<file path="src/rtl/alu_cdb_unit.sv">
// alu_cdb_unit: Tomasulo execute stage, ALU plus CDB result FIFO.
// Optional ALU_STATS_EN adds issue/broadcast/occupancy counters.
module alu_cdb_unit #(
  parameter int DEPTH = 4,
  parameter int ROB_W = 5,
  parameter int OP_W  = 6
) (
  input  logic             clk_in,
  input  logic             rst_in_n,
  input  logic             rdy_in,
  input  logic             clear,
  input  logic             calc_en,
  input  logic [OP_W-1:0]  opcode_in,
  input  logic [31:0]      val1,
  input  logic [31:0]      val2,
  input  logic [ROB_W-1:0] rob_tag_in,
  output logic             alu_stall,
  output logic             cdb_valid,
  output logic [ROB_W-1:0] cdb_tag,
  output logic [31:0]      cdb_val,
  input  logic             cdb_ack,
  output logic             overflow
`ifdef ALU_STATS_EN
  ,
  output logic [31:0]      stat_issued,
  output logic [31:0]      stat_broadcast,
  output logic [$clog2(DEPTH):0] stat_max_occ
`endif
);

  localparam int PW = $clog2(DEPTH);
  localparam int CW = PW + 1;

  localparam logic [OP_W-1:0] OP_ADD  = OP_W'(0);
  localparam logic [OP_W-1:0] OP_SUB  = OP_W'(1);
  localparam logic [OP_W-1:0] OP_SLL  = OP_W'(2);
  localparam logic [OP_W-1:0] OP_SLT  = OP_W'(3);
  localparam logic [OP_W-1:0] OP_SLTU = OP_W'(4);
  localparam logic [OP_W-1:0] OP_XOR  = OP_W'(5);
  localparam logic [OP_W-1:0] OP_SRL  = OP_W'(6);
  localparam logic [OP_W-1:0] OP_SRA  = OP_W'(7);
  localparam logic [OP_W-1:0] OP_OR   = OP_W'(8);
  localparam logic [OP_W-1:0] OP_AND  = OP_W'(9);
  localparam logic [OP_W-1:0] OP_BEQ  = OP_W'(10);
  localparam logic [OP_W-1:0] OP_BNE  = OP_W'(11);
  localparam logic [OP_W-1:0] OP_BLT  = OP_W'(12);
  localparam logic [OP_W-1:0] OP_BGE  = OP_W'(13);
  localparam logic [OP_W-1:0] OP_BLTU = OP_W'(14);
  localparam logic [OP_W-1:0] OP_BGEU = OP_W'(15);
  localparam logic [OP_W-1:0] OP_PASS = OP_W'(16);

  logic [ROB_W-1:0] tag_q [DEPTH];
  logic [ROB_W-1:0] tag_d [DEPTH];
  logic [31:0]      val_q [DEPTH];
  logic [31:0]      val_d [DEPTH];
  logic [PW-1:0]    wr_ptr_q, wr_ptr_d;
  logic [PW-1:0]    rd_ptr_q, rd_ptr_d;
  logic [CW-1:0]    count_q, count_d;
  logic             stall_q, stall_d;
  logic             ovf_q, ovf_d;

  logic [31:0] res;
  logic [4:0]  shamt;
  logic        lt_s, lt_u, eq;
  logic        act, push, pop, full;

  assign shamt = val2[4:0];
  assign lt_s  = $signed(val1) < $signed(val2);
  assign lt_u  = val1 < val2;
  assign eq    = val1 == val2;

  // ALU: pure function of the issued operands
  always_comb begin
    res = '0;
    case (opcode_in)
      OP_ADD:  res = val1 + val2;
      OP_SUB:  res = val1 - val2;
      OP_SLL:  res = val1 << shamt;
      OP_SLT:  res = {31'd0, lt_s};
      OP_SLTU: res = {31'd0, lt_u};
      OP_XOR:  res = val1 ^ val2;
      OP_SRL:  res = val1 >> shamt;
      OP_SRA:  res = $unsigned($signed(val1) >>> shamt);
      OP_OR:   res = val1 | val2;
      OP_AND:  res = val1 & val2;
      OP_BEQ:  res = {31'd0, eq};
      OP_BNE:  res = {31'd0, ~eq};
      OP_BLT:  res = {31'd0, lt_s};
      OP_BGE:  res = {31'd0, ~lt_s};
      OP_BLTU: res = {31'd0, lt_u};
      OP_BGEU: res = {31'd0, ~lt_u};
      OP_PASS: res = val2;
      default: res = '0;
    endcase
  end

  assign act       = rdy_in & ~clear;
  assign full      = count_q == CW'(DEPTH);
  assign cdb_valid = count_q != '0;
  assign pop       = act & cdb_valid & cdb_ack;
  assign push      = act & calc_en & (~full | pop);

  // FIFO next state: a pop on a full FIFO frees room for the push
  always_comb begin
    tag_d    = tag_q;
    val_d    = val_q;
    wr_ptr_d = wr_ptr_q;
    rd_ptr_d = rd_ptr_q;
    count_d  = count_q;
    ovf_d    = ovf_q;
    if (push) begin
      tag_d[wr_ptr_q] = rob_tag_in;
      val_d[wr_ptr_q] = res;
      wr_ptr_d = wr_ptr_q + PW'(1);
    end
    if (pop) rd_ptr_d = rd_ptr_q + PW'(1);
    count_d = count_q + CW'(push) - CW'(pop);
    if (act & calc_en & full & ~pop) ovf_d = 1'b1;
    if (rdy_in & clear) begin
      wr_ptr_d = '0;
      rd_ptr_d = '0;
      count_d  = '0;
    end
    stall_d = count_d >= CW'(DEPTH - 1);
  end

  // State registers
  always_ff @(posedge clk_in or negedge rst_in_n) begin
    if (!rst_in_n) begin
      for (int i = 0; i < DEPTH; i++) begin
        tag_q[i] <= '0;
        val_q[i] <= '0;
      end
      wr_ptr_q <= '0;
      rd_ptr_q <= '0;
      count_q  <= '0;
      stall_q  <= 1'b0;
      ovf_q    <= 1'b0;
    end else begin
      tag_q    <= tag_d;
      val_q    <= val_d;
      wr_ptr_q <= wr_ptr_d;
      rd_ptr_q <= rd_ptr_d;
      count_q  <= count_d;
      stall_q  <= stall_d;
      ovf_q    <= ovf_d;
    end
  end

  assign cdb_tag   = tag_q[rd_ptr_q];
  assign cdb_val   = val_q[rd_ptr_q];
  assign alu_stall = stall_q;
  assign overflow  = ovf_q;

`ifdef ALU_STATS_EN
  logic [31:0]   iss_q, iss_d;
  logic [31:0]   bc_q, bc_d;
  logic [CW-1:0] max_q, max_d;

  // Statistics next state; survives clear
  always_comb begin
    iss_d = iss_q + 32'(push);
    bc_d  = bc_q + 32'(pop);
    max_d = max_q;
    if (count_d > max_q) max_d = count_d;
  end

  // Statistics registers
  always_ff @(posedge clk_in or negedge rst_in_n) begin
    if (!rst_in_n) begin
      iss_q <= '0;
      bc_q  <= '0;
      max_q <= '0;
    end else begin
      iss_q <= iss_d;
      bc_q  <= bc_d;
      max_q <= max_d;
    end
  end

  assign stat_issued    = iss_q;
  assign stat_broadcast = bc_q;
  assign stat_max_occ   = max_q;
`endif

endmodule
</file>
<file path="config.mk">
export PLATFORM = sky130hd
export DESIGN_NAME = alu_cdb_unit
export DESIGN_NICKNAME = d
export VERILOG_FILES = /design/src/rtl/alu_cdb_unit.sv
export SDC_FILE = /design/constraint.sdc
export NUM_CORES = 1
export LEC_CHECK = 0
export ABC_AREA = 1
export CORE_MARGIN = 2
export CORE_UTILIZATION = 30
export DETAILED_ROUTE_END_ITERATION = 12
export SLEW_MARGIN = 10
export SYNTH_ARGS = -nofsm -noshare
export SYNTH_HDL_FRONTEND = slang
export SYNTH_SLANG_ARGS = --single-unit
export TNS_END_PERCENT = 5
</file>
<file path="constraint.sdc">
create_clock -name clk_in -period 3.5 [get_ports clk_in]
set_input_delay 0.7 -clock clk_in [delete_from_list [all_inputs] [get_ports clk_in]]
set_output_delay 0.7 -clock clk_in [all_outputs]
set_load 0.02 [all_outputs]
</file>
==> flow_metrics.env, run 1 <==
export IMPL_holdWs_ns=0.238
export IMPL_wl_met2_um=37000
export IMPL_rows=89
export IMPL_avgSynthCellArea_um2=5.76
export IMPL_multi_input_area_um2=12000
export IMPL_core_um2=58900
export IMPL_relSlewSlack_pct=47.0
export IMPL_crit_buf_inv=3
export IMPL_drive_above_1_share_pct=9.11
export IMPL_met1Wirelength_um=35600
export IMPL_setup_viol=0
export IMPL_fmax_ghz=0.302
export IMPL_crit_path_max_incr_delay_ns=0.68
export IMPL_htree_levels=4
export IMPL_clk_path_buf_depth=2
export IMPL_grt_pass1_vias=20400
export IMPL_cts_tree="done"
export IMPL_crit_path_start_kind="flip-flop"
export IMPL_power_total_w=0.00786
export IMPL_root_buffer="clkbuf_16"
export IMPL_routed_wl_um=81200
export IMPL_end_kind="output port"
export IMPL_clk_latency_ns=0.43
export IMPL_synth_edff_count=0
export IMPL_io_buffers=120
export IMPL_synth_area_leaders="nand2_1 (25%), dfrtp_1 (22%), nand3_1 (11%)"
export IMPL_initial_core_util_pct=30.3
export IMPL_crit_fanout=25
export IMPL_finalHoldViolations=0
export IMPL_finalCriticalPeriod_ns=3.32
export IMPL_drcViolationCount=0
export IMPL_place_congestion=1.03
export IMPL_ys_seq_elements=157
export IMPL_area_growth_pct=20.9
export IMPL_path_clk_slew_ns=0.08
export IMPL_ios=121
export IMPL_netlist_area_um2=17800
export IMPL_drv_slew=0
export IMPL_synth_top_cells_by_count="nand2_1 (1,201), nand3_1 (406), inv_1 (292), nor2_1 (274), dfrtp_1 (157)"
export IMPL_ctsResizeCount=0
export IMPL_hp_class="in2async"
export IMPL_arrival_ns=2.62
export IMPL_syn_inst=3100
export IMPL_vias_per_cell=5.25
export IMPL_synth_top_area_cell="nand2_1"
export IMPL_die_w_um=248
export IMPL_grt_max_degree=76
export IMPL_chipHeight_um=248
export IMPL_fin_crit_sh_pct=94.7
export IMPL_seq_area_frac_synth_pct=22.0
export IMPL_dr_pass1_iters=6
export IMPL_peakVddDrop_v=0.000278
export IMPL_mappedNetlistNets=3293
export IMPL_overflow=0
export IMPL_cpLargestDelayFamily="buffers and inverters"
export IMPL_cap_violations=0
export IMPL_n_antenna_cell=0
export IMPL_grt_use_total_pct=26.3
export IMPL_hold_buffers=0
export IMPL_yosysMostFrequentCell="nand2_1"
export IMPL_cts_buffers=17
export IMPL_p_per_area_nw_per_um2=364
export IMPL_finalNetCount=3485
export IMPL_ff_latch_area_um2=3930
export IMPL_worstPathCellList="inv_2 -> buf_4 -> o21ai_0 -> o22ai_1 -> clkdlybuf4s50_1"
export IMPL_leakage_nw=11.6
export IMPL_timing_rr_start="count_q[1]$_DFF_PN0_"
export IMPL_tightest_slew_ns=0.792
export IMPL_drt_iter0_markers=2314
export IMPL_synth_top_area_share_pct=25.3
export IMPL_routed_top_layer="met4"
export IMPL_detail_route_antenna_nets=0
export IMPL_status="finished clean"
export IMPL_yosys_warnings=0
export IMPL_synth_cell_type_count=52
export IMPL_dp_hpwl_um=64300
export IMPL_required_ns=2.80
export IMPL_cts_num_sinks=157
export IMPL_crit_type="reg2out"
export IMPL_fin_worst_skew_ns=0.0117
export IMPL_cts_setup_buffers=0
export IMPL_async_reset_ff_share_pct=100
export IMPL_grt_pass1_wl_um=122000
export IMPL_dr_wl_met3_um=5290
export IMPL_grt_antenna_before_repair=0
export IMPL_num_vias=21400
export IMPL_cp_startpoint="rd_ptr_q[0]$_DFFE_PN0P_"
export IMPL_fillCellCount=6586
export IMPL_synth_ff_type="dfrtp_1"
export IMPL_rsz0062_at_grt="no"
export IMPL_die_area_um2=61400
export IMPL_cp_slowest_cell="clkdlybuf4s50_1"
export IMPL_final_core_util_pct=36.6
export IMPL_wl_per_cell_um=19.9
final cells by class:
type                            count  area share [%]
Multi-Input combinational cell   2486            55.7
Timing Repair Buffer              319            13.4
Clock inverter                     15           0.777
Clock buffer                       17            1.97
Inverter                          311            5.43
Sequential cell                   157            18.2
Tap cell                          773            4.48
report_power, final:
part | leakage, nW | total [W] | switching, W | internal [W]
sequential | 2.15 | 0.00229 | 0.000169 | 0.00212
clock | 0.279 | 0.00184 | 0.000884 | 0.000958
combinational | 9.22 | 0.00373 | 0.00234 | 0.00139
sequential cells by signal, indices dropped and copies added (netlist names):
register and cells:
val_q 128, overflow 1, wr_ptr_q 2, tag_q 20
count_q 3, alu_stall 1, rd_ptr_q 2
per-stage QoR:
stage | setup TNS [ns] | instances | setup slack (ns) | area (µm²)
CTS | 0 | 4078 | 0.0632 | 21600
global placement | -0.148 | 4046 | -0.0400 | 21000
global route | 0 | 4078 | 0.0613 | 21600
finish | 0 | 4078 | 0.184 | 21600
detailed placement | -0.131 | 4046 | -0.0377 | 21000
floorplan | 0 | 3100 | 0.643 | 17800
routing by layer:
layer  vias to the layer above  GRT usage, %
li1                      10400             -
met1                     10000          35.8
met4                         0          9.67
met5                         -             0
met2                       868          42.9
met3                       140          2.64
cell families (layout without fill, tap and decap cells):
logic type                 Yosys count  after routing  share of synthesized area, %
and+or+nand+nor                   2033           2033                          48.6
AOI/OAI and AO/OA                  340            340                          10.8
buffers and inverters              457            662                          10.6
xor gates and xnor gates             1              1                        0.0491
adders and majority gates          112            112                          7.98
DFF                                157            157                          22.0
placed cells by master, fill, tap and decap left out, drive strengths merged, types with 14 or more instances in the layout:
cell           count
clkdlybuf4s50    116
nor3              23
o21bai            14
ha               109
nand3            422
inv              312
clkbuf            17
dfrtp            157
o22ai             58
nor2             290
o211ai            20
a21oi             77
nand4             52
and2              16
buf              203
nand2           1208
o21ai            150
worst paths after layout:
path,end,slack [ns],cells after the start
hold reg to reg,overflow$_DFFE_PN0P_,0.46,1
max in group asynchronous,val_q[77]$_DFFE_PN0P_,2.44,2
hold / removal,tag_q[2]$_DFFE_PN0P_,0.24,1
min in group clk_in,overflow$_DFFE_PN0P_,0.46,1
setup / recovery,cdb_val[8],0.18,5
setup reg to reg,alu_stall$_DFF_PN0_,1.28,11
Power figures use the tool's default switching activity.
==> run 2: changes to the inputs <==
ABC_CLOCK_PERIOD_IN_PS = 3500   (was unset)
==> results of run 2 <==
No change in the layout: final DEF, timing and power equal those of run 1.
==> run 3: changes to the inputs <==
CTS_CLUSTER_DIAMETER = 40   (was unset)
==> results of run 3 <==
No change in the layout: final DEF, timing and power equal those of run 1.
